### src/rtl/regfile_operand_fetch_if.sv
// Operand-fetch bus: request side, register-file read port, writeback snoop
// and the operand handshake toward execute.
//   slave  : the operand-fetch block (regfile_operand_fetch)
//   master : the surrounding pipeline / register file
interface regfile_operand_fetch_if #(
    parameter int unsigned XLEN = 32,
    parameter int unsigned AW   = 5
);
    logic            req_valid;
    logic            req_ready;
    logic [AW-1:0]   rs1;
    logic [AW-1:0]   rs2;
    logic [AW-1:0]   rf_select;
    logic [XLEN-1:0] rf_dout;
    logic            wb_en;
    logic [AW-1:0]   wb_addr;
    logic [XLEN-1:0] wb_data;
    logic            op_valid;
    logic            op_ready;
    logic [XLEN-1:0] op_a;
    logic [XLEN-1:0] op_b;

    modport slave (
        input  req_valid, rs1, rs2, rf_dout, wb_en, wb_addr, wb_data, op_ready,
        output req_ready, rf_select, op_valid, op_a, op_b
    );

    modport master (
        output req_valid, rs1, rs2, rf_dout, wb_en, wb_addr, wb_data, op_ready,
        input  req_ready, rf_select, op_valid, op_a, op_b
    );
endinterface

### src/rtl/regfile_operand_fetch.sv
// Operand-fetch sequencer: reads rs1 then rs2 through the register file's
// single combinational read port, bypasses same-cycle writebacks, tracks
// writebacks into captured operands until the execute handshake completes.
// Ports:
//   clk, reset : clock, synchronous active-high reset
//   bus        : regfile_operand_fetch_if.slave (request, rf read, writeback,
//                operand valid/ready)
module regfile_operand_fetch #(
    parameter int unsigned XLEN = 32,
    parameter int unsigned AW   = 5
) (
    input  logic                   clk,
    input  logic                   reset,
    regfile_operand_fetch_if.slave bus
);

    typedef enum logic [1:0] {
        IDLE   = 2'd0,
        READ_A = 2'd1,
        READ_B = 2'd2,
        HOLD   = 2'd3
    } state_t;

    state_t          state;
    logic [AW-1:0]   rs1_q;
    logic [AW-1:0]   rs2_q;
    logic [XLEN-1:0] op_a_q;
    logic [XLEN-1:0] op_b_q;
    logic            op_valid_q;

    logic            req_ready_c;
    logic            accept_c;
    logic            wb_hit_a_c;
    logic            wb_hit_b_c;
    logic [XLEN-1:0] cap_a_c;
    logic [XLEN-1:0] cap_b_c;
    logic [AW-1:0]   rf_select_c;

    // Handshake and read-port address depend only on state and op_ready.
    always_comb begin
        req_ready_c = 1'b0;
        rf_select_c = AW'(0);
        case (state)
            IDLE:    req_ready_c = 1'b1;
            READ_A:  rf_select_c = rs1_q;
            READ_B:  rf_select_c = rs2_q;
            HOLD:    req_ready_c = bus.op_ready;
            default: req_ready_c = 1'b0;
        endcase
        if (reset) begin
            req_ready_c = 1'b0;
        end
        accept_c = bus.req_valid && req_ready_c;
    end

    // Writeback hits on x0 are ignored; the file has not yet absorbed a hit,
    // so a hit overrides rf_dout.
    always_comb begin
        wb_hit_a_c = bus.wb_en && (bus.wb_addr == rs1_q) && (rs1_q != AW'(0));
        wb_hit_b_c = bus.wb_en && (bus.wb_addr == rs2_q) && (rs2_q != AW'(0));
        cap_a_c    = bus.rf_dout;
        cap_b_c    = bus.rf_dout;
        if (rs1_q == AW'(0)) begin
            cap_a_c = XLEN'(0);
        end else if (wb_hit_a_c) begin
            cap_a_c = bus.wb_data;
        end
        if (rs2_q == AW'(0)) begin
            cap_b_c = XLEN'(0);
        end else if (wb_hit_b_c) begin
            cap_b_c = bus.wb_data;
        end
    end

    // Sequencer state, latched indices and operand registers.
    always_ff @(posedge clk) begin
        if (reset) begin
            state      <= IDLE;
            rs1_q      <= AW'(0);
            rs2_q      <= AW'(0);
            op_a_q     <= XLEN'(0);
            op_b_q     <= XLEN'(0);
            op_valid_q <= 1'b0;
        end else begin
            if (accept_c) begin
                rs1_q <= bus.rs1;
                rs2_q <= bus.rs2;
            end
            case (state)
                IDLE: begin
                    if (accept_c) begin
                        state <= READ_A;
                    end
                end
                READ_A: begin
                    op_a_q <= cap_a_c;
                    state  <= READ_B;
                end
                READ_B: begin
                    op_b_q     <= cap_b_c;
                    op_valid_q <= 1'b1;
                    state      <= HOLD;
                    if (wb_hit_a_c) begin
                        op_a_q <= bus.wb_data;
                    end
                end
                HOLD: begin
                    if (bus.op_ready) begin
                        op_valid_q <= 1'b0;
                        state      <= accept_c ? READ_A : IDLE;
                    end else begin
                        if (wb_hit_a_c) begin
                            op_a_q <= bus.wb_data;
                        end
                        if (wb_hit_b_c) begin
                            op_b_q <= bus.wb_data;
                        end
                    end
                end
                default: state <= IDLE;
            endcase
        end
    end

    assign bus.req_ready = req_ready_c;
    assign bus.rf_select = rf_select_c;
    assign bus.op_valid  = op_valid_q;
    assign bus.op_a      = op_a_q;
    assign bus.op_b      = op_b_q;

endmodule

### src/flat_wrapper.sv
// flat-port wrapper written by rule: the top's interface ports become plain ports
module regfile_operand_fetch_flat 
#(
    parameter int unsigned XLEN = 32,
    parameter int unsigned AW   = 5
)
  (clk, reset, bus_req_valid, bus_rs1, bus_rs2, bus_rf_dout, bus_wb_en, bus_wb_addr, bus_wb_data, bus_op_ready, bus_req_ready, bus_rf_select, bus_op_valid, bus_op_a, bus_op_b);
  regfile_operand_fetch_if #(.XLEN(XLEN), .AW(AW)) bus_i ();
  input  logic clk;
  input  logic reset;
  input wire logic [$bits(bus_i.req_valid)-1:0] bus_req_valid;
  input wire logic [$bits(bus_i.rs1)-1:0] bus_rs1;
  input wire logic [$bits(bus_i.rs2)-1:0] bus_rs2;
  input wire logic [$bits(bus_i.rf_dout)-1:0] bus_rf_dout;
  input wire logic [$bits(bus_i.wb_en)-1:0] bus_wb_en;
  input wire logic [$bits(bus_i.wb_addr)-1:0] bus_wb_addr;
  input wire logic [$bits(bus_i.wb_data)-1:0] bus_wb_data;
  input wire logic [$bits(bus_i.op_ready)-1:0] bus_op_ready;
  output wire logic [$bits(bus_i.req_ready)-1:0] bus_req_ready;
  output wire logic [$bits(bus_i.rf_select)-1:0] bus_rf_select;
  output wire logic [$bits(bus_i.op_valid)-1:0] bus_op_valid;
  output wire logic [$bits(bus_i.op_a)-1:0] bus_op_a;
  output wire logic [$bits(bus_i.op_b)-1:0] bus_op_b;
  assign bus_i.req_valid = bus_req_valid;
  assign bus_i.rs1 = bus_rs1;
  assign bus_i.rs2 = bus_rs2;
  assign bus_i.rf_dout = bus_rf_dout;
  assign bus_i.wb_en = bus_wb_en;
  assign bus_i.wb_addr = bus_wb_addr;
  assign bus_i.wb_data = bus_wb_data;
  assign bus_i.op_ready = bus_op_ready;
  assign bus_req_ready = bus_i.req_ready;
  assign bus_rf_select = bus_i.rf_select;
  assign bus_op_valid = bus_i.op_valid;
  assign bus_op_a = bus_i.op_a;
  assign bus_op_b = bus_i.op_b;
  regfile_operand_fetch #(.XLEN(XLEN), .AW(AW)) u_core (.clk(clk), .reset(reset), .bus(bus_i));
endmodule
### config.mk
export PLATFORM = sky130hd
export DESIGN_NAME = regfile_operand_fetch_flat
export DESIGN_NICKNAME = d
export VERILOG_FILES = /design/src/rtl/regfile_operand_fetch_if.sv /design/src/rtl/regfile_operand_fetch.sv /design/src/flat_wrapper.sv
export SDC_FILE = /design/constraint.sdc
export NUM_CORES = 1
export LEC_CHECK = 0
export BUFFER_PORTS_ARGS = -buffer_cell sky130_fd_sc_hd__buf_2
export CAP_MARGIN = 40
export CELL_PAD_IN_SITES_DETAIL_PLACEMENT = 0
export CELL_PAD_IN_SITES_GLOBAL_PLACEMENT = 2
export CORE_MARGIN = 10
export CORE_UTILIZATION = 27
export DETAILED_ROUTE_END_ITERATION = 8
export PLACE_DENSITY_LB_ADDON = 0.1
export SLEW_MARGIN = 25
export SYNTH_ARGS = -nofsm -noshare
export SYNTH_HDL_FRONTEND = slang
export SYNTH_SLANG_ARGS = --single-unit
### constraint.sdc
create_clock -name clk -period 2.7 [get_ports clk]
set_input_delay 0 -clock clk [delete_from_list [all_inputs] [get_ports clk]]
set_output_delay 0 -clock clk [all_outputs]
set_load 0.05 [all_outputs]
* Word level (Yosys, flattened, before mapping)
Cells that the tools add are included. Widths: inputs -> output; s select.
Word-level totals: flip-flop bits (word level) 77, logic and storage cells 50, bits of input ports 84, output and inout port bits 71
Operators by class: reductions and logical operators 16, mux-type cells 19, equal/unequal tests 9
Operators by type and width (number):
- $mux 32 | 8
- $pmux 32 s3 | 1
- $pmux 32 s2 | 1
- $eq 5x5->1 | 2
- $logic_not 5->1 | 2
- $pmux 5 s2 | 1
- $reduce_bool 5->1 | 2
- $pmux 2 s4 | 1
- $reduce_and 2->1 | 3
- $logic_and 1x1->1 | 5
- $eq 2x2->1 const B | 2
- $mux 2 | 2
- $ne 2x1->1 const B | 2
- $ne 2x2->1 const B | 2
- $pmux 1 s2 | 2
- $mux 1 | 3
- $reduce_and 3->1 | 1
- $reduce_bool 3->1 | 1
- $eq 2x1->1 const B | 1
- $logic_not 2->1 | 1
- $reduce_bool 2->1 | 1

* Longest topological paths before layout
Gate-level depths: netlist of the first run.
depth after elaboration 7, gate-level depth with buffers 9, depth with buffers taken out 7

* Worst setup path before layout of the first run
OpenSTA, ideal clock, no wires.
path type register -> register, from register u_core.state[0], to register u_core.op_a_q[20], in the netlist u_core.bus.op_a[20], buffers on the path 2, clock period less this slack 1.989 ns, path slack 0.711 ns, data arrival time 1.914 ns, setup time 0.074 ns, cell stages (with the launch flop) 10, data required time 2.626 ns, path through dfxtp_1 inv_1 ha_1 or2_2 clkbuf_1 o21ba_2 buf_2 o31a_1 o21ai_0 a31oi_1
On the way: longest elaborated chain between the ends 3, elaborated cells between the ends (all ways) 7, those cells by class 4 x eq/ne; 1 x mux; 2 x reduce/logical
Ends and longest elaborated chain:
- start, declared | line regfile_operand_fetch.sv:24 | state_t state;
- start signal, assigned | line regfile_operand_fetch.sv:110 | state <= accept_c ? READ_A : IDLE;
- $eq 2x2->1 or $eq 2x1->1 (tied branches) | line regfile_operand_fetch.sv:89 | case (state)
- $ne 2x2->1 (no source line) or $reduce_bool 3->1 (tied branches)
- $reduce_and 2->1 (no source line)
- end signal, assigned | line regfile_operand_fetch.sv:96 | op_a_q <= cap_a_c;
- end signal, assigned | line regfile_operand_fetch.sv:104 | op_a_q <= bus.wb_data;
- end signal, assigned | line regfile_operand_fetch.sv:113 | op_a_q <= bus.wb_data;
- end, declared | line regfile_operand_fetch.sv:27 | logic [XLEN-1:0] op_a_q;
Several ways; a longest one is shown, not always the timed one. A chain may end at the register's enable or synchronous reset.

* Worst setup path in the final report of the first run
from register u_core.state[1], to register u_core.state[1]
On the way: longest elaborated chain between the ends 6, elaborated cells between the ends (all ways) 11, those cells by class 5 x eq/ne; 3 x mux; 3 x reduce/logical
Ends and longest elaborated chain:
- $eq 2x2->1 or $logic_not 2->1 (tied branches) | line regfile_operand_fetch.sv:43, regfile_operand_fetch.sv:89
- $pmux 1 s2 | line regfile_operand_fetch.sv:43 | case (state)
- $mux 1 | line regfile_operand_fetch.sv:50 | if (reset) begin
- $logic_and 1x1->1 | line regfile_operand_fetch.sv:53 | accept_c = bus.req_valid && req_ready_c;
- $ne 2x1->1 (no source line)
- $reduce_and 2->1 (no source line)
Several ways; a longest one is shown, not always the timed one.

==> metrics.yaml, run 1 <==
outcome: "finished clean"
worstSetupPathType: "reg2reg"
first_pass_iters: 4
setup_violations: 0
cp.required_ns: 2.94
core_area_um2: 15800
die_area_um2: 21600
maxCapViolCount: 0
dp_hpwl_um: 12700
rsz0062_at_grt: "false"
dieHeight_um: 147
port-buffer-count: 154
syn-cell-area_um2: 4350
final_area_um2: 6200
grt.overflow.total: 0
syn_to_final_growth_pct: 42.5
clock_sink_count: 77
cts_setup_buffers: 0
synth_commonest_cells: "dfxtp_1 (77), nand2_1 (69), o21ai_0 (49)"
ir_drop_mv: 0.470
start_kind: "flip-flop"
drt-initial-drc-count: 282
setup_tns_ns: 0
ant_nets: 0
hold_violations: 0
p_leak_nw: 2.39
path_common_cell: "a21oi_1"
vias: 5001
utilization_pct: 39.1
slowest_stage: "or4b_1"
yosysSeqAreaShare_pct: 35.5
maxSlewViolCount: 0
finalCritPeriodShare_pct: 88.6
vias_per_cell: 5.19
syn_nets: 653
antenna_found_initial: 0
htree_levels: 3
synth.top_cell.area_share_pct: 35.5
die_w_um: 147
fmax_mhz: 418
route.detailed.drc: 0
drive_above_1_share_pct: 26.6
grt_util_all_layers_pct: 17.8
numCtsBuffers: 9
synth_area_leaders: "dfxtp_1 (35%), a311oi_1 (6.4%), o221ai_1 (6.4%), o31a_1 (6.4%), nand2_1 (6.0%)"
initial_core_util_pct: 27.5
antenna_cells: 0
max_slew.worst_pin.slew_ns: 0.565
synth_edf_count: 0
clock-root-buffer: "clkbuf_16"
first_global_vias: 5239
grt_pass1_wl_um: 30700
hp-class: "in2reg"
swShare_pct: 50.5
worstPathCellList: "ha_2 > buf_4 > a21oi_1 > or4b_1 > a21oi_1 > mux2i_1 > nor2_1"
place_area_um2: 5390
switchingPower_mw: 3.84
power.internal_mw: 3.76
synth-seq-cells: 77
wl_um: 19500
period_minus_slack_ns: 2.39
syn_avg_cell_area_um2: 7.70
io_pins: 155
clkLatencyLatePin_ns: 0.35
cts_resized: 0
slew-limit-headroom_pct: 62.4
rows: 46
arrival_ns: 2.63
nets: 830
clkPwrFrac_pct: 18.1
clock_tree.buffer_depth: 2
synth_top_area_cell: "dfxtp_1"
cts.clk_slew.worst_paths_ns: 0.06
ys_warn_count: 0
cp_slowest_stage_delay_ns: 0.56
wl_per_cell_um: 20.2
comb_power_share_pct: 57.7
grt_max_degree: 51
cp-end-kind: "flip-flop"
clock_skew_ns: 0.00407
synthCells: 565
synth_cell_type_count: 31
pwr-share-seq_pct: 24.3
synthArstFlopShare_pct: 0
yosysMostFrequentCell: "dfxtp_1"
power_density_nw_per_um2: 1230
gp_congestion: 0.868
cts_tree: "yes"
ys.flop_type: "dfxtp_1"
critPathMaxFanout: 13
## power by group through the flow
| stage | clock, mW | combinational (mW) | sequential (mW) |
|---|---|---|---|
| floorplan | 0 | 1.91 | 3.04 |
| global placement | 0 | 4.32 | 1.87 |
| detailed placement | 0 | 4.36 | 1.87 |
| CTS | 1.41 | 4.42 | 1.85 |
| global route | 1.47 | 4.78 | 1.90 |
| finish | 1.37 | 4.38 | 1.84 |
## sequential cells by signal, summed over array words and instances, names as in the netlist
| register | count |
|---|---|
| u_core.bus.op_a | 32 |
| u_core.rs1_q | 5 |
| u_core.bus.op_valid | 1 |
| u_core.state | 2 |
| u_core.bus.op_b | 32 |
| u_core.rs2_q | 5 |
## cells in the final DEF, fill, tap and decap left out, types with 2 or more instances in the layout
master,instances
dfxtp_1,77
a22oi_1,5
clkinv_2,2
ha_1,3
o221ai_1,32
or4_1,2
nor3_1,2
dlygate4sd3_1,47
clkbuf_16,9
nand2_1,68
o21ai_0,49
clkbuf_8,2
nor2_1,46
nor2_2,2
o21ai_1,16
a31oi_1,32
buf_2,154
o31ai_4,2
o31a_1,32
xnor2_1,10
nor2b_1,6
a311oi_1,32
mux2i_1,11
bufinv_16,2
buf_12,4
nand4_1,2
buf_4,15
inv_1,34
a21oi_1,36
## layout make-up
cell class	count	area, um^2
multi-input combinational	399	2480
sequential	77	1540
clock inverter	4	70.1
inverter	34	128
clock buffer	12	256
tap	216	270
timing repair buffer	221	1450
fill	1646	9630
## cell families (layout without fill, tap and decap cells)
| logic type | count (synthesis) | in the layout | share of synthesized area [%] |
|---|---|---|---|
| compound gates | 239 | 239 | 37.7 |
| simple gates | 135 | 135 | 12.9 |
| buf+inv | 89 | 271 | 8.23 |
| flops | 77 | 77 | 35.5 |
| mux | 11 | 11 | 2.53 |
| xor+xnor | 10 | 10 | 2.01 |
| fa+ha+maj | 4 | 4 | 1.15 |
## final timing paths
kind                      start                  end  slack (ns)  cells after the start
min reg2reg  u_core.bus.op_b[4]   u_core.bus.op_b[4]        0.49                      2
max             u_core.state[1]      u_core.state[1]        0.31                      7
min             bus_rf_dout[25]  u_core.bus.op_a[25]       0.005                      3
max reg2reg     u_core.state[1]      u_core.state[1]        0.31                      7
## worst max-delay path, delay by kind of cell, from the launching register on
family / cells / cell delay [ns]
simple gates: 2 / 0.61
flops: 1 / 0.54
compound gates: 2 / 0.39
fa+ha+maj: 1 / 0.30
buf+inv: 1 / 0.22
mux: 1 / 0.22
## repair_timing
action	4_1_cts	5_1_grt
hold endpoints to repair	74	0
endpoints found under the setup margin	0	0
hold buffers	47	0
## stage by stage
| stage | std cells | hold WS (ns) | power (mW) | setup slack [ns] |
|---|---|---|---|---|
| final | 963 | 0.00480 | 7.60 | 0.309 |
| after global routing | 963 | 0.0331 | 8.15 | 0.138 |
| after CTS | 962 | 0.000636 | 7.68 | 0.301 |
| after detailed placement | 899 | 0.239 | 6.23 | 0.317 |
| after global placement | 898 | 0.231 | 6.19 | 0.410 |
| after floorplan | 565 | 0.144 | 4.95 | 0.711 |
## layer usage
layer / wire [um] / part of all wire (%) / vias up / track usage, %
met1: 8800 / 45 / 2374 / 22.1
met2: 9330 / 48 / 150 / 29.9
li1: - / - / 2457 / -
met5: 0 / 0 / - / 0
met3: 1050 / 5.4 / 20 / 3.72
met4: 312 / 1.6 / 0 / 6.00
No activity file was read; power rests on OpenSTA's default activity.
==> run 2, diff against run 1 <==
--- a/config.mk
+++ b/config.mk
@@ -9,7 +9,6 @@
 export CAP_MARGIN = 40
 export CELL_PAD_IN_SITES_DETAIL_PLACEMENT = 0
 export CELL_PAD_IN_SITES_GLOBAL_PLACEMENT = 2
-export CORE_MARGIN = 10
 export CORE_UTILIZATION = 27
 export DETAILED_ROUTE_END_ITERATION = 8
 export PLACE_DENSITY_LB_ADDON = 0.1
==> constraint.sdc (replaced) <==
create_clock -name clk -period 2.7 [get_ports clk]
set_input_delay 0 -clock clk [delete_from_list [all_inputs] [get_ports clk]]
set_output_delay 0 -clock clk [all_outputs]
set_load 0.01 [all_outputs]
==> run 2 against run 1 <==
Against the previous run: clock skew grew 0.0031 ns; largest power group unchanged; combinational power shrank 26%; total power shrank 17%; register-to-register slack lost 0.04 ns; critical path depth is the same; sequential share of layout area grew 0.18 points.
==> metrics.yaml, run 2 (synthesized netlist as in run 1, its figures left out) <==
p_leak_nw: 2.37  # was 2.39 nW
dp_slack_ns: 0.302  # was 0.317 ns
wl_um: 17900  # was 19,500 um
period_minus_slack_ns: 2.43  # was 2.39 ns
power_density_nw_per_um2: 1020  # was 1230 nW/um^2
arrival_ns: 2.65  # was 2.63 ns
grt_max_degree: 51  # unchanged
critPathMaxFanout: 13  # unchanged
grt.overflow.total: 0  # unchanged
antenna_found_initial: 1  # was 0
setup_tns_ns: 0  # unchanged
max_slew.worst_pin.slew_ns: 0.534  # was 0.565 ns
finalCritPeriodShare_pct: 90.1  # was 88.6%
rows: 46  # unchanged
dieHeight_um: 129  # was 147 um
final_area_um2: 6150  # was 6200 um^2
clock_skew_ns: 0.00712  # was 0.00407 ns
switchingPower_mw: 2.69  # was 3.84 mW
ir_drop_mv: 0.365  # was 0.470 mV
outcome: "finished clean"  # unchanged
route.detailed.drc: 0  # unchanged
place_area_um2: 5420  # was 5390 um^2
dp_hpwl_um: 11400  # was 12,700 um
cp-end-kind: "flip-flop"  # unchanged
dp.cells: 902  # was 899
worstSetupPathType: "reg2reg"  # unchanged
ant_nets: 0  # unchanged
maxCapViolCount: 0  # unchanged
vias_per_cell: 5.28  # was 5.19
cts_resized: 0  # unchanged
gp_congestion: 0.791  # was 0.868
hold_violations: 0  # unchanged
start_kind: "flip-flop"  # unchanged
rsz0062_at_grt: "false"  # unchanged
layout_commonest_cell: "buf_2"  # unchanged
die_area_um2: 16600  # was 21,600 um^2
clkLatencyLatePin_ns: 0.34  # was 0.35 ns
first_global_vias: 4982  # was 5,239
syn_to_final_growth_pct: 41.5  # was 42.5%
htree_levels: 3  # unchanged
hp-class: "in2reg"  # unchanged
initial_core_util_pct: 27.5  # unchanged
clkPwrFrac_pct: 18.9  # was 18.1%
layoutNonFillerInstCount: 963  # unchanged
port-buffer-count: 154  # unchanged
drt-initial-drc-count: 299  # was 282
power.internal_mw: 3.60  # was 3.76 mW
setup_violations: 0  # unchanged
grt_util_all_layers_pct: 22.0  # was 17.8%
clock_tree.buffer_depth: 2  # unchanged
core_area_um2: 15800  # unchanged
fin_ws_ns: 0.269  # was 0.309 ns
slew-limit-headroom_pct: 64.3  # was 62.4%
layout_common_cells: "buf_2 (154), dfxtp_1 (77), nand2_1 (68)"  # unchanged
cp.required_ns: 2.92  # was 2.94 ns
swShare_pct: 42.8  # was 50.5%
hold_buffers: 45  # was 47
first_pass_iters: 5  # was 4
clock_sink_count: 77  # unchanged
die_w_um: 129  # was 147 um
vias: 5082  # was 5,001
maxSlewViolCount: 0  # unchanged
io_pins: 155  # unchanged
comb_power_share_pct: 51.8  # was 57.7%
clock-root-buffer: "clkbuf_16"  # unchanged
numCtsBuffers: 9  # unchanged
power_mw: 6.29  # was 7.60 mW
grt_pass1_wl_um: 27700  # was 30,700 um
cts.clk_slew.worst_paths_ns: 0.06  # about the same
drive_above_1_share_pct: 26.7  # was 26.6%
fmax_mhz: 411  # was 418 MHz
cts_setup_buffers: 0  # unchanged
cts_tree: "yes"  # unchanged
utilization_pct: 38.9  # was 39.1%
holdWs_ns: 0.00820  # was 0.00480 ns
fill_cells: 1662  # was 1,646
wl_per_cell_um: 18.6  # was 20.2 um
pwr-share-seq_pct: 29.3  # was 24.3%
nets: 830  # unchanged
-- run 2: cell types whose count changed in the layout (fill, tap and decap cells not counted) --
cell	before	now
nor2_2	2	1
clkinv_2	2	1
clkbuf_8	2	3
dlygate4sd3_1	47	45
bufinv_16	2	0
nor2_4	0	1
clkbuf_1	1	2
buf_4	15	17
diode_2	0	1
-- run 2: path summary, 6_finish.rpt --
path	startpoint	endpoint	slack, ns	cells after the start
worst max-delay path	u_core.state[1]	u_core.state[1]	0.27	7
worst min register to register	u_core.bus.op_b[29]	u_core.bus.op_b[29]	0.49	2
worst max register to register	u_core.state[1]	u_core.state[1]	0.27	7
worst min-delay path	bus_rf_dout[28]	u_core.bus.op_a[28]	0.008	3
-- run 2: critical path, cell delays in order (launching register included) --
cell and delay [ns]:
dfxtp_1 0.55, ha_2 0.31, buf_4 0.21, a21oi_1 0.10, or4b_1 0.60, a21oi_1 0.27
mux2i_1 0.21, nor2_1 0.05
-- run 2: power by group through the flow --
| stage | clock [mW] | sequential [mW] | combinational [mW] |
|---|---|---|---|
| 2_1_floorplan | 0 | 1.97 | 1.87 |
| 3_3_place_gp | 0 | 1.85 | 3.19 |
| 3_5_place_dp | 0 | 1.86 | 3.23 |
| 4_1_cts | 1.23 | 1.84 | 3.29 |
| 5_1_grt | 1.29 | 1.90 | 3.62 |
| 6_report | 1.19 | 1.84 | 3.26 |
-- run 2: layout make-up --
| cell class | count | area, um^2 | share of cell area [%] |
|---|---|---|---|
| multi-input combinational | 399 | 2490 | 40.5 |
| tap | 216 | 270 | 4.39 |
| antenna | 1 | 2.50 | 0.0407 |
| clock inverter | 1 | 5.00 | 0.0814 |
| timing repair buffer | 221 | 1440 | 23.4 |
| inverter | 34 | 128 | 2.07 |
| sequential | 77 | 1540 | 25.1 |
| clock buffer | 14 | 274 | 4.45 |
-- run 2: layer usage --
metal  GRT usage, %  part of all wire (%)  vias to the layer above
li1               -                     -                     2444
met1           27.0                    44                     2435
met2           38.0                    49                      177
met3           3.99                   5.5                       26
met4           8.58                   1.6                        0
met5              0                     0                        -
==> run 3, diff against run 2 <==
--- a/config.mk
+++ b/config.mk
@@ -12,6 +12,7 @@
 export CORE_UTILIZATION = 27
 export DETAILED_ROUTE_END_ITERATION = 8
 export PLACE_DENSITY_LB_ADDON = 0.1
+export RECOVER_POWER = 100
 export SLEW_MARGIN = 25
 export SYNTH_ARGS = -nofsm -noshare
 export SYNTH_HDL_FRONTEND = slang
==> run 3 against run 2 <==
Against the previous run: clock-buffer cell count stayed put; maximum frequency down 0.58%; cell area decreased by 1.5%; register-to-register slack about the same; clock skew shrank 0.0012 ns; clock power about the same; via count increased by 0.55%; largest cell class unchanged; core utilization is 0.58 points lower; flip-flop and latch count unchanged; die area did not move; wire length fell by 0.15%; non-clock buffer count unchanged; critical endpoint is now u_core.rs2_q[3].
==> metrics.yaml, run 3 (synthesized netlist as in run 1, its figures left out) <==
use_met2_pct: 38.0  # unchanged
finalCritPeriodShare_pct: 90.6  # was 90.1%
numCtsBuffers: 9  # unchanged
layoutNonFillerInstCount: 963  # unchanged
htree_levels: 3  # unchanged
first_pass_iters: 5  # unchanged
use_met1_pct: 27.0  # unchanged
grt_max_degree: 51  # unchanged
vias_per_cell: 5.31  # was 5.28
dp_hpwl_um: 11400  # unchanged
clock_skew_ns: 0.00589  # was 0.00712 ns
rsz0062_at_grt: "false"  # unchanged
maxCapViolCount: 0  # unchanged
wl_per_cell_um: 18.6  # about the same
die_area_um2: 16600  # unchanged
setup_tns_ns: 0  # unchanged
rows: 46  # unchanged
cp.required_ns: 2.92  # about the same
dp.cells: 902  # unchanged
first_global_vias: 4982  # unchanged
fmax_mhz: 409  # was 411 MHz
gp_congestion: 0.791  # unchanged
power_density_nw_per_um2: 1020  # about the same
wl_um: 17900  # about the same
io_pins: 155  # unchanged
port-buffer-count: 154  # unchanged
cp_slowest_stage_delay_ns: 0.60  # about the same
syn_to_final_growth_pct: 39.3  # was 41.5%
grt-busiest-layer: "met2"  # unchanged
clkLatencyLatePin_ns: 0.34  # about the same
grt.overflow.total: 0  # unchanged
hp-class: "in2reg"  # unchanged
clock_sink_count: 77  # unchanged
grt_util_all_layers_pct: 22.0  # unchanged
max_slew.worst_pin.slew_ns: 0.530  # was 0.534 ns
place_area_um2: 5420  # unchanged
vias: 5110  # was 5,082
outcome: "finished clean"  # unchanged
use_met3_pct: 3.99  # unchanged
critPathMaxFanout: 13  # unchanged
layout_commonest_cell: "buf_2"  # unchanged
cp-end-kind: "flip-flop"  # unchanged
cts_tree: "yes"  # unchanged
core_area_um2: 15800  # unchanged
hold_violations: 0  # unchanged
die_w_um: 129  # unchanged
ir_drop_mv: 0.362  # was 0.365 mV
nets: 830  # unchanged
worstPathCellList: "ha_1 > buf_4 > a21oi_1 > or4b_1 > clkbuf_2 > mux2i_1 > nor2_1"  # was ha_2 > buf_4 > a21oi_1 > or4b_1 > a21oi_1 > mux2i_1 > nor2_1
initial_core_util_pct: 27.5  # unchanged
setup_violations: 0  # unchanged
cts.clk_slew.worst_paths_ns: 0.06  # about the same
drive_above_1_share_pct: 17.2  # was 26.7%
dieHeight_um: 129  # unchanged
holdWs_ns: 0.00476  # was 0.00820 ns
final_area_um2: 6060  # was 6150 um^2
layout_common_cells: "buf_2 (84), dfxtp_1 (77), clkbuf_1 (72)"  # was buf_2 (154), dfxtp_1 (77), nand2_1 (68)
p_leak_nw: 2.08  # was 2.37 nW
slowest_stage: "or4b_1"  # unchanged
antenna_found_initial: 1  # unchanged
slew-limit-headroom_pct: 64.5  # was 64.3%
route.detailed.drc: 0  # unchanged
arrival_ns: 2.66  # was 2.65 ns
maxSlewViolCount: 0  # unchanged
power_mw: 6.20  # was 6.29 mW
drt-initial-drc-count: 286  # was 299
clock-root-buffer: "clkbuf_16"  # unchanged
clock_tree.buffer_depth: 2  # unchanged
grt_pass1_wl_um: 27700  # unchanged
start_kind: "flip-flop"  # unchanged
period_minus_slack_ns: 2.45  # was 2.43 ns
worstSetupPathType: "reg2reg"  # unchanged
ant_nets: 0  # unchanged
run 3: area by class of cell:
| class | instances | area (um^2) |
|---|---|---|
| antenna | 1 | 2.50 |
| clock buffer | 14 | 274 |
| clock inverter | 1 | 5.00 |
| fill | 1701 | 9770 |
| inverter | 34 | 128 |
| multi-input combinational | 399 | 2490 |
| sequential | 77 | 1540 |
| tap | 216 | 270 |
| timing repair buffer | 221 | 1350 |
run 3: worst paths after layout:
check                                          from             endpoint  slack (ns)  cells after the start
worst min register to register  u_core.bus.op_b[29]  u_core.bus.op_b[29]        0.49                      2
worst min-delay path                bus_rf_dout[28]  u_core.bus.op_a[28]       0.005                      3
worst max register to register      u_core.state[1]      u_core.rs2_q[3]        0.25                      7
worst max-delay path                u_core.state[1]      u_core.rs2_q[3]        0.25                      7
run 3: stage by stage:
step	setup slack, ns	utilization, %
floorplan	0.711	-
global placement	0.309	34.0
detailed placement	0.302	34.2
CTS	0.285	38.8
global route	0.105	38.3
finish	0.254	38.3
run 3: per-layer routing:
| metal | share of wire, % | routed length, um | up-vias |
|---|---|---|---|
| met5 | 0 | 0 | - |
| met1 | 44 | 7870 | 2457 |
| met2 | 48 | 8680 | 175 |
| met3 | 5.7 | 1020 | 30 |
| met4 | 1.8 | 331 | 0 |
| li1 | - | - | 2448 |
run 3: report_power, final:
part	leakage, nW	total [mW]	internal [mW]	switching (mW)
logic	1.31	3.16	1.26	1.90
clock network	0.139	1.19	0.694	0.493
registers	0.628	1.85	1.54	0.309
total	2.08	6.20	3.50	2.70
run 3: repair_timing:
| item | in CTS | in global routing |
|---|---|---|
| hold buffers | 45 | 0 |
| gates resized for setup | 0 | 0 |
| setup buffers | 0 | 0 |
| setup endpoints to repair | 0 | 0 |
| endpoints found under the hold margin | 74 | 0 |
run 3: critical path, delay by kind of cell, from the launching register on:
family / cells / cell delay [ns]
adder cells (fa/ha/maj): 1 / 0.31
buffers and inverters: 2 / 0.51
AND/OR/NAND/NOR: 2 / 0.65
AO/OA/AOI/OAI: 1 / 0.10
multiplexers: 1 / 0.19
flip-flops: 1 / 0.54
